<file path="config.mk">
export PLATFORM = sky130hd
export DESIGN_NAME = uart_tx_scheduler
export DESIGN_NICKNAME = d
export VERILOG_FILES = /design/src/rtl/uart_pkg.sv /design/src/rtl/uart_tx_scheduler_baud_gen.sv /design/src/rtl/uart_tx_scheduler.sv
export SDC_FILE = /design/constraint.sdc
export NUM_CORES = 1
export LEC_CHECK = 0
export CAP_MARGIN = 25
export CORE_UTILIZATION = 45
export DETAILED_ROUTE_END_ITERATION = 10
export PLACE_DENSITY_LB_ADDON = 0.12
export RECOVER_POWER = 100
export SYNTH_ARGS = -nofsm -noshare
export SYNTH_HDL_FRONTEND = slang
export SYNTH_SLANG_ARGS = --single-unit
</file>
<file path="constraint.sdc">
create_clock -name clk -period 2.2 [get_ports clk]
set_clock_uncertainty 0.05 [all_clocks]
set_input_delay 0.44 -clock clk [delete_from_list [all_inputs] [get_ports clk]]
set_output_delay 0.44 -clock clk [all_outputs]
set_load 0.02 [all_outputs]
</file>
<file path="src/rtl/uart_pkg.sv">
// Shared types and helpers for the two-requester UART transmit scheduler.
// Parity codes match the Framer configuration encoding.
package uart_pkg;

    localparam logic [1:0] PAR_NONE0 = 2'b00;
    localparam logic [1:0] PAR_ODD   = 2'b01;
    localparam logic [1:0] PAR_EVEN  = 2'b10;
    localparam logic [1:0] PAR_NONE3 = 2'b11;

    typedef enum logic [2:0] {
        IDLE   = 3'd0,
        START  = 3'd1,
        DATA   = 3'd2,
        PARITY = 3'd3,
        STOP   = 3'd4
    } tx_state_t;

    function automatic logic parity_enabled(input logic [1:0] parity);
        parity_enabled = 1'b0;
        case (parity)
            PAR_ODD, PAR_EVEN:    parity_enabled = 1'b1;
            PAR_NONE0, PAR_NONE3: parity_enabled = 1'b0;
        endcase
    endfunction

    // Total serial bits in one frame: start + data + optional parity + stop.
    function automatic logic [3:0] frame_bits(input logic       data_len,
                                              input logic [1:0] parity,
                                              input logic       stop_bits);
        frame_bits = 4'd1
                   + (data_len ? 4'd8 : 4'd7)
                   + (parity_enabled(parity) ? 4'd1 : 4'd0)
                   + (stop_bits ? 4'd2 : 4'd1);
    endfunction

endpackage

</file>
<file path="src/rtl/uart_tx_scheduler_baud_gen.sv">
// Bit-period down-counter: bit_end pulses on the last cycle of every bit,
// reload restarts a full bit period on the next cycle.
module baud_gen #(
    parameter int CLKS_PER_BIT = 16
) (
    input  logic clk,
    input  logic rst,
    input  logic reload,
    output logic bit_end
);

    localparam int CW = (CLKS_PER_BIT > 1) ? $clog2(CLKS_PER_BIT) : 1;
    localparam logic [CW-1:0] LOAD = CW'(CLKS_PER_BIT - 1);

    logic [CW-1:0] count;

    always_ff @(posedge clk) begin
        if (rst || reload || count == '0) begin
            count <= LOAD;
        end else begin
            count <= count - 1'b1;
        end
    end

    assign bit_end = (count == '0);

endmodule

</file>
<file path="src/rtl/uart_tx_scheduler.sv">
// Round-robin shares one UART TX line between two byte requesters and
// serialises the accepted byte as start, data LSB-first, parity, stop.
module uart_tx_scheduler #(
    parameter int CLKS_PER_BIT = 16
) (
    input  logic       clk,
    input  logic       rst,
    input  logic       tx_en,
    input  logic       data_len,
    input  logic [1:0] parity,
    input  logic       stop_bits,
    input  logic       req0_valid,
    input  logic [7:0] req0_data,
    output logic       req0_ready,
    input  logic       req1_valid,
    input  logic [7:0] req1_data,
    output logic       req1_ready,
    output logic       txd,
    output logic       busy,
    output logic       grant_id,
    output logic       done
);
    import uart_pkg::*;

    tx_state_t  state;
    tx_state_t  state_next;

    logic [7:0] shift_q;
    logic       len_q;
    logic       par_en_q;
    logic       par_bit_q;
    logic [3:0] bits_left_q;
    logic [2:0] data_cnt_q;
    logic       last_grant_q;
    logic       grant_id_q;
    logic       done_q;

    logic       bit_end;
    logic       baud_reload;
    logic       any_valid;
    logic       pick;
    logic       can_accept;
    logic       handshake;
    logic       data_last;
    logic       frame_end;
    logic [7:0] sel_byte;
    logic       data_xor;

    // Reload in IDLE so the first bit after a handshake is a full period.
    assign baud_reload = (state == IDLE) || bit_end;

    baud_gen #(
        .CLKS_PER_BIT(CLKS_PER_BIT)
    ) u_baud (
        .clk    (clk),
        .rst    (rst),
        .reload (baud_reload),
        .bit_end(bit_end)
    );

    // On a tie the requester that did not win last time gets the line.
    assign any_valid  = req0_valid || req1_valid;
    assign pick       = (req0_valid && req1_valid) ? ~last_grant_q : req1_valid;
    assign can_accept = (state == IDLE) && tx_en && !rst;
    assign req0_ready = can_accept && any_valid && !pick;
    assign req1_ready = can_accept && any_valid && pick;
    assign handshake  = (req0_valid && req0_ready) || (req1_valid && req1_ready);

    assign sel_byte  = pick ? req1_data : req0_data;
    assign data_xor  = data_len ? ^sel_byte : ^sel_byte[6:0];
    assign data_last = (data_cnt_q == (len_q ? 3'd7 : 3'd6));
    assign frame_end = (state == STOP) && bit_end && (bits_left_q == 4'd1) && tx_en;

    always_ff @(posedge clk) begin
        if (rst) begin
            state  <= IDLE;
            done_q <= 1'b0;
        end else begin
            state  <= state_next;
            done_q <= frame_end;
        end
    end

    always_comb begin
        state_next = state;
        txd        = 1'b1;
        busy       = (state != IDLE);
        if (!tx_en) begin
            state_next = IDLE;
        end else begin
            case (state)
                IDLE:    if (handshake) state_next = START;
                START:   if (bit_end) state_next = DATA;
                DATA:    if (bit_end && data_last) state_next = par_en_q ? PARITY : STOP;
                PARITY:  if (bit_end) state_next = STOP;
                STOP:    if (bit_end && bits_left_q == 4'd1) state_next = IDLE;
                default: state_next = IDLE;
            endcase
        end
        case (state)
            START:   txd = 1'b0;
            DATA:    txd = shift_q[0];
            PARITY:  txd = par_bit_q;
            default: txd = 1'b1;
        endcase
    end

    // Byte and framing options are captured at the handshake so later
    // configuration changes cannot disturb the frame on the wire.
    always_ff @(posedge clk) begin
        if (rst) begin
            shift_q      <= 8'h00;
            len_q        <= 1'b0;
            par_en_q     <= 1'b0;
            par_bit_q    <= 1'b0;
            bits_left_q  <= 4'd0;
            data_cnt_q   <= 3'd0;
            last_grant_q <= 1'b1;
            grant_id_q   <= 1'b0;
        end else if (handshake) begin
            shift_q      <= sel_byte;
            len_q        <= data_len;
            par_en_q     <= parity_enabled(parity);
            par_bit_q    <= (parity == PAR_EVEN) ? data_xor : ~data_xor;
            bits_left_q  <= frame_bits(data_len, parity, stop_bits);
            data_cnt_q   <= 3'd0;
            last_grant_q <= pick;
            grant_id_q   <= pick;
        end else if (bit_end && state != IDLE) begin
            bits_left_q <= bits_left_q - 1'b1;
            if (state == DATA) begin
                shift_q    <= {1'b0, shift_q[7:1]};
                data_cnt_q <= data_cnt_q + 1'b1;
            end
        end
    end

    assign grant_id = grant_id_q;
    assign done     = done_q;

endmodule

</file>
==> flow_summary.toml <==
[routing]
drt-initial-drc-count = 51
viasPerCell = 5.24
wirelength_mm = 3.87
ant_nets = 0
vias = 1510
dr.pass1.iters = 4
remaining_drc_errors = 0
avgRoutedWirePerCell_um = 13.5

[timing]
worstMarginPinSlew_ns = 0.487
fin_setup_tns_ns = 0
hold_viol = 0
final-setup-viol-count = 0
max_slew_margin_pct = 67.4
fmax_mhz = 461
drv_slew = 0
fin_crit_sh_pct = 98.7
timing.final.crit_period_ns = 2.17

[die]
die-area_um2 = 4180
die_w_um = 64.6
die_h_um = 64.6
start_util_pct = 47.5
rows = 22
coreArea_um2 = 3720
ios = 31

[finish]
instances_no_fill = 288
nFillCells = 350
fin_nets = 278
syn_to_final_growth_pct = 32.0
num_antenna_cells = 0
drive_above_1_share_pct = 19.2

[power]
switching_share_pct = 26.2
pwr-share-comb_pct = 25.6
p_sw_mw = 0.303
peakVddDrop_v = 0.000195
p_leak_nw = 1.01
power.density_nw_per_um2 = 496
clkPwrFrac_pct = 27.0
p_int_mw = 0.853
p_seq_share_pct = 47.4

[clock_network]
cts_buffer_depth = 2
clock_latency_ns = 0.27
cts_root_buf = "clkbuf_8"
cts_made_buffers = 3
cts_tree = "done"
cts_max_level = 1
cts.sinks = 28
hold_buffers = 0
clk_pin_slew_ns = 0.09

[logic_synthesis]
synth.distinct_cells = 41
synthesis.area_um2 = 1770
synth_commonest_cells = "dfxtp_1, a211oi_1, nor2_1"
synth_ff_type = "dfxtp_1"
synthDominantCellAreaShare_pct = 31.8
synth_area_leader_cell = "dfxtp_1"
synth_area_leaders = "dfxtp_1, ha_1, mux2i_1, a211oi_1, xnor2_1"
synthCells = 195
yosys_warnings = 0
ys_seq_area_share_pct = 31.8
yosys_register_bits = 28
synth-edff-count = 0
synth_most_common_cell = "dfxtp_1"
synthArstFlopShare_pct = 0
syn_area_per_cell_um2 = 9.05
synth_nets = 232

[grt]
grt_overflow_total = 0
antenna_found_initial = 0
grt_use_total_pct = 21.1
grt_pass1_wl_mm = 7.04
grt_max_degree = 27
grt_pass1_vias = 1622

[run]
maxCapViolCount = 0

[placed_design]
io_buffers = 30
place_hpwl_mm = 3.00
gp_congestion = 0.886
dpl.cell_count = 283

[setup_path]
critPathArrivalTime_ns = 1.68
critPathLaunchType = "primary input"
setup.worst_path.start = "req1_valid"
worstPathRequired_ns = 1.71
end_kind = "output port"
crit_type = "primary input to output port"
timing.rr.start = "state[1]"
cp_max_fo = 2

[run_status]
outcome = "finished clean"

[min_path]
hp-start = "u_baud.count[0]"
hold_path.class = "flip-flop to flip-flop"
## through the flow
step | area (um2) | util [%] | total power [mW] | setup slack, ns | hold slack, ns
floorplan | 1770 | - | 0.725 | 0.0169 | 0.321
global placement | 2210 | 59.4 | 0.827 | -0.499 | 0.332
detailed placement | 2210 | 59.4 | 0.839 | -0.542 | 0.337
CTS | 2300 | 61.8 | 1.16 | -0.000662 | 0.359
global route | 2330 | 62.7 | 1.22 | -0.0182 | 0.384
finish | 2330 | 62.7 | 1.16 | 0.0289 | 0.359
## kinds of logic after synthesis
kind of cell | after synthesis | share of synthesized area [%]
compound gates | 40 | 16.3
xor+xnor | 18 | 10.5
fa+ha+maj | 12 | 8.93
buf+inv | 24 | 6.87
flops | 28 | 31.8
mux | 13 | 7.37
simple gates | 60 | 18.3
## power groups by stage
stage / logic (mW) / registers (mW) / clock network, mW
final: 0.296 / 0.548 / 0.313
after global routing: 0.326 / 0.552 / 0.345
after floorplan: 0.170 / 0.556 / 0
after detailed placement: 0.280 / 0.559 / 0
after global placement: 0.269 / 0.558 / 0
after CTS: 0.292 / 0.547 / 0.318
## layout by cell type, fill, tap and decap left out, types with 2 or more instances in the layout
master            n
a211oi_1         16
a21oi_1           3
a31oi_1           2
buf_4            22
clkbuf_8          4
clkdlybuf4s50_1  20
dfxtp_1          28
dlygate4sd2_1     3
dlygate4sd3_1     2
dlymetal6s2s_1    3
ha_1              8
ha_4              2
inv_1             9
inv_2             5
mux2i_1          13
nand2_1          11
nand2b_1          3
nand3_1           3
nand3b_1          3
nor2_1           15
nor2b_1           7
nor3_1            7
nor3_4            2
o21ai_0           7
o22ai_1           2
xnor2_1           9
xnor3_1           2
xor2_1            7
## per-layer routing
layer,global-route usage [%],vias to the layer above,share of wire (%)
met1,27.0,686,47
met2,37.2,39,49
met5,0,-,0
met4,5.83,0,0.98
li1,-,780,-
met3,2.11,5,2.8
## registers in the layout, summed over array words and instances (netlist names)
| register | count |
|---|---|
| data_cnt_q | 3 |
| last_grant_q | 1 |
| shift_q | 8 |
| par_en_q | 1 |
| done | 1 |
| par_bit_q | 1 |
| len_q | 1 |
| grant_id | 1 |
| u_baud.count | 4 |
| bits_left_q | 4 |
| state | 3 |
## repair_timing
action	4_1_cts	5_1_grt
pin swaps	5	3
gates resized for setup	21	10
setup endpoints to repair	6	4
gates cloned	0	0
buffers inserted	1	0
## final timing paths
kind | end | slack, ns | cells past startpoint
min reg2reg | u_baud.count[0] | 0.36 | 1
max reg2reg | bits_left_q[3] | 0.27 | 8
max | req1_ready | 0.03 | 6
min | u_baud.count[0] | 0.36 | 1
## critical path: stages
cell	delay [ns]
clkdlybuf4s50_1	0.50
nor2_1	0.08
buf_4	0.15
nor3_4	0.20
and2_4	0.17
buf_4	0.13
## area by class of cell
type | instances | area (um2) | area share (%)
clock buffer | 4 | 55.1 | 2.36
timing repair buffer | 51 | 453 | 19.4
sequential | 28 | 561 | 24.0
inverter | 14 | 52.6 | 2.25
multi-input combinational | 143 | 1150 | 49.3
tap | 48 | 60.1 | 2.58
(Power assumes the default switching activity.)
